$ cat src/rtl/diad_boot_pkg.sv
// Shared definitions for the diad boot loader: FSM states, error codes,
// the default frame start byte and the byte offsets of the frame header fields.
package diad_boot_pkg;

  typedef enum logic [2:0] {
    S_MAGIC = 3'd0,
    S_LEN0  = 3'd1,
    S_LEN1  = 3'd2,
    S_DATA  = 3'd3,
    S_CSUM  = 3'd4,
    S_RUN   = 3'd5,
    S_ERR   = 3'd6
  } boot_state_t;

  typedef enum logic [1:0] {
    ERR_NONE  = 2'd0,
    ERR_MAGIC = 2'd1,
    ERR_LEN   = 2'd2,
    ERR_CSUM  = 2'd3
  } err_code_t;

  localparam logic [7:0] MAGIC_DEFAULT = 8'hD1;
  localparam int LEN_W = 16;

  // Header layout; the payload starts right after the two length bytes.
  localparam int OFF_MAGIC   = 0;
  localparam int OFF_LEN_LO  = 1;
  localparam int OFF_LEN_HI  = 2;
  localparam int OFF_PAYLOAD = 3;

endpackage

$ cat src/rtl/diad_boot_wordasm.sv
// Byte-to-word assembler: collects BPW bytes little-endian and presents the
// completed word combinationally alongside word_valid on the final byte.
module boot_wordasm #(
  parameter int BPW = 3
) (
  input  logic               clk,
  input  logic               rst_n,
  input  logic               clear_i,
  input  logic               valid_i,
  input  logic [7:0]         byte_i,
  output logic [8*BPW-1:0]   word_o,
  output logic               word_valid_o
);

  localparam int DATA_W = 8 * BPW;
  localparam int IDX_W  = (BPW > 1) ? $clog2(BPW) : 1;

  if (BPW == 1) begin : g_single
    assign word_o       = byte_i;
    assign word_valid_o = valid_i;
  end else begin : g_multi
    logic [DATA_W-9:0] shift_q;
    logic [IDX_W-1:0]  idx_q;
    logic              last;

    assign last         = (idx_q == IDX_W'(BPW - 1));
    assign word_o       = {byte_i, shift_q};
    assign word_valid_o = valid_i && last;

    // New bytes enter at the top so the first byte ends up least significant.
    always_ff @(posedge clk) begin
      if (!rst_n || clear_i) begin
        shift_q <= '0;
        idx_q   <= '0;
      end else if (valid_i) begin
        shift_q <= word_o[DATA_W-1:8];
        idx_q   <= last ? '0 : idx_q + IDX_W'(1);
      end
    end
  end

endmodule

$ cat src/rtl/diad_boot.sv
// Boot loader for the diad core: receives a framed image, writes it to memory
// and releases the core only after the checksum has been verified.
module diad_boot
  import diad_boot_pkg::*;
#(
  parameter int unsigned DATA_W = 24,
  parameter int unsigned ADDR_W = 24,
  parameter int unsigned DEPTH  = 4096,
  parameter int unsigned BASE   = 0,
  parameter logic [7:0]  MAGIC  = MAGIC_DEFAULT
) (
  input  logic              iw_clk,
  input  logic              iw_rst_n,
  input  logic [7:0]        iw_rx_data,
  input  logic              iw_rx_valid,
  output logic              ow_rx_ready,
  output logic              ow_mem_we,
  output logic [ADDR_W-1:0] ow_mem_addr,
  output logic [DATA_W-1:0] ow_mem_wdata,
  output logic              ow_core_rst,
  output logic              ow_done,
  output logic              ow_err,
  output logic [1:0]        ow_err_code
);

  localparam int BPW   = DATA_W / 8;
  localparam int CNT_W = $clog2(DEPTH + 1);

  boot_state_t       state_q;
  logic [LEN_W-1:0]  len_q;
  logic [CNT_W-1:0]  wordCnt_q;
  logic [7:0]        sum_q;
  logic              rxReady_q;
  logic              memWe_q;
  logic [ADDR_W-1:0] memAddr_q;
  logic [DATA_W-1:0] memWdata_q;
  logic              coreRst_q;
  logic              done_q;
  logic              err_q;
  err_code_t         errCode_q;

  logic              accept;
  logic [LEN_W-1:0]  len_d;
  logic [7:0]        sum_d;
  logic              lastWord;
  logic [DATA_W-1:0] asmWord;
  logic              asmWordValid;

  assign accept   = iw_rx_valid && rxReady_q;
  assign len_d    = {iw_rx_data, len_q[7:0]};
  assign sum_d    = sum_q + iw_rx_data;
  assign lastWord = ((32'(wordCnt_q) + 32'd1) == 32'(len_q));

  boot_wordasm #(
    .BPW (BPW)
  ) u_wordasm (
    .clk          (iw_clk),
    .rst_n        (iw_rst_n),
    .clear_i      (accept && (state_q == S_LEN1)),
    .valid_i      (accept && (state_q == S_DATA)),
    .byte_i       (iw_rx_data),
    .word_o       (asmWord),
    .word_valid_o (asmWordValid)
  );

  // Every output is registered; only accepted bytes advance the frame parser.
  always_ff @(posedge iw_clk) begin
    if (!iw_rst_n) begin
      state_q    <= S_MAGIC;
      len_q      <= '0;
      wordCnt_q  <= '0;
      sum_q      <= '0;
      rxReady_q  <= 1'b0;
      memWe_q    <= 1'b0;
      memAddr_q  <= '0;
      memWdata_q <= '0;
      coreRst_q  <= 1'b1;
      done_q     <= 1'b0;
      err_q      <= 1'b0;
      errCode_q  <= ERR_NONE;
    end else begin
      memWe_q <= 1'b0;
      if (state_q == S_MAGIC && !err_q && !done_q) begin
        rxReady_q <= 1'b1;
      end
      if (accept) begin
        case (state_q)
          S_MAGIC: begin
            if (iw_rx_data == MAGIC) begin
              state_q <= S_LEN0;
            end else begin
              state_q   <= S_ERR;
              err_q     <= 1'b1;
              errCode_q <= ERR_MAGIC;
              rxReady_q <= 1'b0;
            end
          end
          S_LEN0: begin
            len_q[7:0] <= iw_rx_data;
            state_q    <= S_LEN1;
          end
          S_LEN1: begin
            len_q     <= len_d;
            wordCnt_q <= '0;
            sum_q     <= '0;
            if (32'(len_d) > DEPTH) begin
              state_q   <= S_ERR;
              err_q     <= 1'b1;
              errCode_q <= ERR_LEN;
              rxReady_q <= 1'b0;
            end else if (len_d == '0) begin
              state_q <= S_CSUM;
            end else begin
              state_q <= S_DATA;
            end
          end
          S_DATA: begin
            sum_q <= sum_d;
            if (asmWordValid) begin
              memWe_q    <= 1'b1;
              memAddr_q  <= ADDR_W'(BASE) + ADDR_W'(wordCnt_q);
              memWdata_q <= asmWord;
              wordCnt_q  <= wordCnt_q + CNT_W'(1);
              if (lastWord) begin
                state_q <= S_CSUM;
              end
            end
          end
          S_CSUM: begin
            rxReady_q <= 1'b0;
            if (iw_rx_data == sum_q) begin
              state_q   <= S_RUN;
              coreRst_q <= 1'b0;
              done_q    <= 1'b1;
            end else begin
              state_q   <= S_ERR;
              err_q     <= 1'b1;
              errCode_q <= ERR_CSUM;
            end
          end
          default: begin
          end
        endcase
      end
    end
  end

  assign ow_rx_ready  = rxReady_q;
  assign ow_mem_we    = memWe_q;
  assign ow_mem_addr  = memAddr_q;
  assign ow_mem_wdata = memWdata_q;
  assign ow_core_rst  = coreRst_q;
  assign ow_done      = done_q;
  assign ow_err       = err_q;
  assign ow_err_code  = errCode_q;

endmodule

$ cat config.mk
export PLATFORM = sky130hd
export DESIGN_NAME = diad_boot
export DESIGN_NICKNAME = d
export VERILOG_FILES = /design/src/rtl/diad_boot_pkg.sv /design/src/rtl/diad_boot_wordasm.sv /design/src/rtl/diad_boot.sv
export SDC_FILE = /design/constraint.sdc
export NUM_CORES = 1
export LEC_CHECK = 0
export BUFFER_PORTS_ARGS = -buffer_cell sky130_fd_sc_hd__buf_2
export CAP_MARGIN = 15
export CORE_MARGIN = 2
export CORE_UTILIZATION = 50
export DETAILED_ROUTE_END_ITERATION = 8
export PLACE_DENSITY = 0.71
export SYNTH_ARGS = -nofsm -noshare
export SYNTH_HDL_FRONTEND = slang
export SYNTH_SLANG_ARGS = --single-unit
$ cat constraint.sdc
create_clock -name iw_clk -period 3.45 [get_ports iw_clk]
set_input_delay 0.69 -clock iw_clk [delete_from_list [all_inputs] [get_ports iw_clk]]
set_output_delay 0.69 -clock iw_clk [all_outputs]
set_load 0.1 [all_outputs]
==> results of run 1 <==
routing by layer:
metal	track usage	share of wire
met5	0	0
met4	0.0560	0.011
met3	0.0313	0.048
met2	0.355	0.46
met1	0.292	0.48
flip-flops by register name (all words and copies together) (netlist names), 2 cells and up:
register                   flops
ow_err_code                    2
ow_mem_wdata                  24
u_wordasm.g_multi.shift_q     16
u_wordasm.g_multi.idx_q        2
ow_mem_addr                   13
state_q                        3
len_q                         16
sum_q                          8
wordCnt_q                     13
worst max path at each step:
| stage | startpoint | to | slack [ps] | cells after the start |
|---|---|---|---|---|
| 4_1_cts | wordCnt_q[0] | state_q[1] | 620 | 8 |
| 3_5_place_dp | wordCnt_q[0] | state_q[1] | 670 | 8 |
| 6_report | wordCnt_q[0] | state_q[1] | 610 | 8 |
| 3_3_place_gp | iw_rx_valid | wordCnt_q[6] | 810 | 9 |
| 5_1_grt | wordCnt_q[0] | state_q[1] | 410 | 8 |
| 2_1_floorplan | ow_rx_ready | state_q[1] | 710 | 7 |
worst max-delay path, cell delays in order (launching register included):
cell,delay [ps]
dfxtp_1,500
ha_1,370
inv_1,150
or4_4,570
xnor2_1,140
a311oi_1,210
o2111ai_1,180
o31ai_2,420
mux2i_1,220
final cells by class:
cell class,count,area [um2],share of cell area
clock buffer,9,124,0.0224
clock inverter,7,88.8,0.0161
inverter,9,33.8,0.00612
multi-input combinational,463,2720,0.493
sequential,102,2040,0.370
tap,133,166,0.0301
timing repair buffer,64,345,0.0625
through the flow:
step                utilization  area [um2]
floorplan                     -        5050
global placement          0.543        5310
detailed placement        0.543        5310
CTS                       0.565        5520
global route              0.565        5520
finish                    0.565        5520
power groups by stage:
stage	clock, mW	combinational, mW	sequential [mW]
2_1_floorplan	0	0.196	1.28
3_3_place_gp	0	0.282	1.24
3_5_place_dp	0	0.285	1.24
4_1_cts	0.822	0.286	1.21
5_1_grt	0.871	0.307	1.22
6_report	0.808	0.287	1.21
placed cells by master (no fill, tap or decap), types with 11 or more instances in the layout:
cell | Yosys | layout
a21boi_0 | 50 | 50
nor2b_1 | 18 | 18
a21oi_1 | 45 | 45
o21ai_0 | 21 | 21
conb_1 | 1 | 11
xnor2_1 | 18 | 18
nand2_1 | 144 | 144
buf_2 | 18 | 54
dfxtp_1 | 102 | 102
nor3_1 | 13 | 13
nor2_1 | 22 | 22
kinds of logic (layout without fill, tap and decap cells):
kind of cell / after synthesis / in the layout / share of synthesized area
AO/OA/AOI/OAI: 152 / 152 / 0.198
XOR/XNOR: 26 / 26 / 0.0454
adder cells (fa/ha/maj): 9 / 9 / 0.0240
buffers and inverters: 59 / 89 / 0.0586
flip-flops: 102 / 102 / 0.407
multiplexers: 10 / 10 / 0.0200
other: 1 / 11 / 0.000748
AND/OR/NAND/NOR: 255 / 255 / 0.246
==> reports/results.md, run 1 <==
| Result | This run |
| --- | --- |
| Result of the run | complete, no violations |
| Largest cells by area after synthesis | dfxtp_1 41%, nand2_1 11%, a21boi_0 7.5%, a21oi_1 4.5%, xnor2_1 3.1% |
| Std-Cell Rows | 36 |
| Worst Hold Margin | 462 ps |
| Initial standard-cell utilization of the core | 0.513 |
| Setup WS pre-CTS | 675 ps |
| Switching share of power | 0.298 |
| Final critical path time including I/O delays and setup | 2840 ps |
| Worst setup skew after layout | 13.0 ps |
| RR Endpoint | state_q[1] |
| Wirelength, routed | 11,300 um |
| Largest fanout on the critical path | 8 |
| CTS resizes | 0 |
| Fraction of post-synthesis cell area in the top cell type by area | 0.407 |
| Final net count | 669 |
| EDFF count, synth | 0 |
| Sequential group share of total power | 0.526 |
| Post-synthesis cell count | 614 |
| Worst EP required | 3760 ps |
| Hold Buf Count CTS | 0 |
| R2R cell count | 8 |
| Iter 0 DRT Violations | 258 |
| First-pass iteration count of the detailed router | 4 |
| First-pass GRT wire length | 19,000 um |
| Final weighted congestion in routability-driven placement | 0.938 |
| Area leader, netlist | dfxtp_1 |
| Most used standard cell by instance count after synthesis | nand2_1 |
| Class of the most critical setup path | reg2reg |
| Via count of the first global-routing pass | 3,875 |
| Flop2flop setup slack | 610 ps |
| Floorplan die area | 10,800 um2 |
| Count of fill cells added during filler insertion | 955 |
| Distinct cells, synth | 59 |
| Post-DR wirelength/cell | 14.3 um |
| Final HPWL DP | 7800 um |
| Max-Slew Margin vs Limit | 0.367 |
| Register bit count reported by yosys | 102 |
| Proportion of register bits with asynchronous set or reset after synthesis | 0 |
| Type of element capturing the critical path | flip-flop |
| Logic pwr share | 0.124 |
| Count of boundary I/O pins | 66 |
| Worst flop-to-flop path startpoint | wordCnt_q[0] |
| Ratio of routed vias to standard cells | 5.29 |
| Number of cells in the finished layout apart from fillers | 787 |
| Internal portion of total power | 1.62 mW |
| Final ANT Viol Nets | 0 |
| NetSw | 0.688 mW |
| Clock latency reported for the late side of the worst-skew pair | 370 ps |
| Syn_area_per_cell | 8.17 um2 |
| VDD IR max | 0.285 mV |
| Top cells by instance count after synthesis | 144 x nand2_1, 102 x dfxtp_1, 50 x a21boi_0 |
| Total via count in the routed design | 4,166 |
| Worst hold path depth | 2 |
| Sink count of the clock tree | 102 |
| Setup ws final | 610 ps |
| Max-slew violation count | 0 |
| Data arrival, critical path | 3150 ps |
| Number of post-CTS setup repair buffers | 0 |
| Largest net degree at the start of global routing | 49 |
| Initial antenna violation count | 0 |
| DRC | 0 |
| Pwr Density | 418 nW/um2 |
| Number of synthesis warnings | 0 |
| Clock tree root buffer cell | clkbuf_8 |
| Die boundary height | 104 um |
| Clk network pwr share | 0.350 |
| TritonCTS clock tree | done |
| Chip Width | 104 um |
| Final setup violating endpoints | 0 |
| Total clock buffers created by CTS | 9 |
| RSZ-0062 raised after global routing | no |
| Total Routing Usage GR | 0.214 |
| Final Hold Vio Count | 0 |
| Upper clock frequency limit | 352 MHz |
| H-tree level count | 3 |
| Commonest register cell after synthesis | dfxtp_1 |
| Sum Neg Setup Slack | 0 ps |
| Max clock buf depth | 2 |
| Total leakage power | 2.02 nW |
| Layout cell share with drive strength beyond 1 | 0.141 |
| Max capacitance violation total | 0 |
| Number of buffer cells added on primary ports | 54 |
| Core Box Area | 9770 um2 |
| Worst Hold Class | reg2reg |
| Setup crit start kind | flip-flop |
| Hold_sp | ow_mem_addr[5] |
| Netlist area before placement | 5010 um2 |
| Fraction of the yosys area taken by sequential cells | 0.407 |
| Area growth syn-to-layout | 10.1% |
| Overall power consumption | 2.31 mW |
| Count of antenna diodes in the layout | 0 |
| Share of the clock period used by the worst path | 0.823 |
| GRT overflow | 0 |
| End point of the most critical hold path | ow_mem_addr[5] |
| Clock Pin Slew Worst Setup and Hold Paths | 100 ps |
| Placed cell count | 771 |
| Transition time at the pin with the least slew margin | 946 ps |
(Power assumes the default switching activity.)
==> run 2, diff against run 1 <==
--- a/config.mk
+++ b/config.mk
@@ -10,7 +10,7 @@
 export CORE_MARGIN = 2
 export CORE_UTILIZATION = 50
 export DETAILED_ROUTE_END_ITERATION = 8
-export PLACE_DENSITY = 0.71
+export PLACE_DENSITY = 0.73
 export SYNTH_ARGS = -nofsm -noshare
 export SYNTH_HDL_FRONTEND = slang
 export SYNTH_SLANG_ARGS = --single-unit
==> constraint.sdc (replaced) <==
create_clock -name iw_clk -period 2.6 [get_ports iw_clk]
set_input_delay 0.52 -clock iw_clk [delete_from_list [all_inputs] [get_ports iw_clk]]
set_output_delay 0.52 -clock iw_clk [all_outputs]
set_load 0.1 [all_outputs]
==> run 2 against run 1 <==
Against the previous run: first-iteration DRC count grew 1.2%; critical path depth shrank 1; sequential share of layout area shrank 0.44 points.
==> reports/results.md, run 2 (synthesis gave the netlist of run 1 again) <==
| Result | This run |
| --- | --- |
| Upper clock frequency limit | 406 MHz |
| Final standard cell utilization of the core | 0.572 |
| Hold Buf Count CTS | 0 |
| Data arrival, critical path | 2770 ps |
| Area growth syn-to-layout | 11.6% |
| Max capacitance violation total | 0 |
| Chip Width | 104 um |
| Post-place instance area | 5410 um2 |
| Via count of the first global-routing pass | 3,918 |
| Type of element capturing the critical path | flip-flop |
| Final weighted congestion in routability-driven placement | 0.915 |
| Class of the most critical setup path | reg2reg |
| Final design instance area without fill | 5590 um2 |
| TritonCTS clock tree | done |
| Worst hold path depth | 2 |
| Pwr Density | 529 nW/um2 |
| Most common library cell in the layout ignoring fill and taps | nand2_1 |
| Setup crit start kind | flip-flop |
| Post-DR wirelength/cell | 14.5 um |
| Final Hold Vio Count | 0 |
| Max clock buf depth | 2 |
| Total via count in the routed design | 4,276 |
| CTS resizes | 0 |
| Largest net degree at the start of global routing | 70 |
| Layout cell share with drive strength beyond 1 | 0.158 |
| Final ANT Viol Nets | 0 |
| Transition time at the pin with the least slew margin | 845 ps |
| Worst Hold Margin | 461 ps |
| Max-slew violation count | 0 |
| Overall power consumption | 2.96 mW |
| Number of cells in the finished layout apart from fillers | 798 |
| Total Routing Usage GR | 0.220 |
| Total clock buffers created by CTS | 9 |
| Number of buffer cells added on primary ports | 54 |
| RSZ-0062 raised after global routing | no |
| First element of the critical path | wordCnt_q[4] |
| Floorplan die area | 10,800 um2 |
| First-pass iteration count of the detailed router | 4 |
| Largest fanout on the critical path | 8 |
| Most used routing layer in global routing | met2 |
| Flop2flop setup slack | 140 ps |
| Count of antenna diodes in the layout | 0 |
| Hold_sp | ow_mem_addr[6] |
| Std-Cell Rows | 36 |
| Placed cell count | 783 |
| Met2 GRT Util | 0.342 |
| Met3 routing resource usage after global routing | 0.0320 |
| Number of post-CTS setup repair buffers | 0 |
| First-pass GRT wire length | 19,500 um |
| End point of the most critical hold path | ow_mem_addr[6] |
| Final net count | 681 |
| Worst flop-to-flop path startpoint | wordCnt_q[4] |
| Initial antenna violation count | 0 |
| Final HPWL DP | 8110 um |
| H-tree level count | 3 |
| Result of the run | complete, no violations |
| Worst EP required | 2910 ps |
| Sink count of the clock tree | 102 |
| Core Box Area | 9770 um2 |
| Clock latency reported for the late side of the worst-skew pair | 370 ps |
| Clock Pin Slew Worst Setup and Hold Paths | 100 ps |
| Highest-count cells in the layout ignoring fill and taps | 144 x nand2_1, 100 x dfxtp_1, 54 x buf_2 |
| Final setup violating endpoints | 0 |
| Met1 capacity usage during global routing | 0.310 |
| GRT overflow | 0 |
| Setup ws final | 139 ps |
| Initial standard-cell utilization of the core | 0.513 |
| Ratio of routed vias to standard cells | 5.36 |
| Iter 0 DRT Violations | 261 |
| Worst Hold Class | reg2reg |
| Max-Slew Margin vs Limit | 0.434 |
| Clock tree root buffer cell | clkbuf_8 |
| Count of boundary I/O pins | 66 |
| Die boundary height | 104 um |
| R2R cell count | 7 |
| DRC | 0 |
| Max reg flops | 24 |
| Count of fill cells added during filler insertion | 983 |
| Setup WS pre-CTS | 143 ps |
| VDD IR max | 0.370 mV |
| Wirelength, routed | 11,600 um |
| RR Endpoint | state_q[1] |
| Total leakage power | 2.07 nW |
| Final critical path time including I/O delays and setup | 2460 ps |
| Share of the clock period used by the worst path | 0.946 |
| Sum Neg Setup Slack | 0 ps |
| Worst setup skew after layout | 9.77 ps |
run 2: cell count changes in the layout (fill, tap and decap cells not counted), sizes merged:
cell,previous run,this run
clkinvlp,1,3
buf,64,76
bufinv,1,0
clkinv,1,0
clkbuf,9,10
inv,13,11
run 2: area by class of cell:
class,instances,area [um2],share of cell area
clock buffer,10,138,0.0246
sequential,102,2040,0.365
inverter,9,33.8,0.00604
multi-input combinational,463,2720,0.486
tap,133,166,0.0297
timing repair buffer,76,448,0.0801
clock inverter,5,42.5,0.00760
run 2: metal layers:
metal,vias up,wire length [um]
met2,101,5200
met5,-,0
met1,1995,5750
met3,19,442
li1,2161,-
met4,0,183
run 2: critical path, cell delays in order (launching register included):
cell and delay, ps:
dfxtp_1 530, nand3_4 170, or4_4 570, xnor2_1 150, a311oi_1 240, o2111ai_1 170, o31ai_2 360, mux2i_1 210
run 2: worst max-delay path by stage:
| stage | slack [ps] | cells after the start | endpoint |
|---|---|---|---|
| 4_1_cts | 110 | 8 | state_q[1] |
| 2_1_floorplan | 220 | 9 | state_q[1] |
| 3_5_place_dp | 140 | 8 | state_q[1] |
| 3_3_place_gp | 270 | 8 | state_q[1] |
| 6_report | 140 | 7 | state_q[1] |
| 5_1_grt | 10 | 7 | state_q[1] |
run 2: power by group:
part	total, mW	switching [mW]	internal (mW)
combinational	0.402	0.295	0.106
clock	0.948	0.569	0.379
sequential	1.61	0.0263	1.58
total	2.96	0.891	2.07
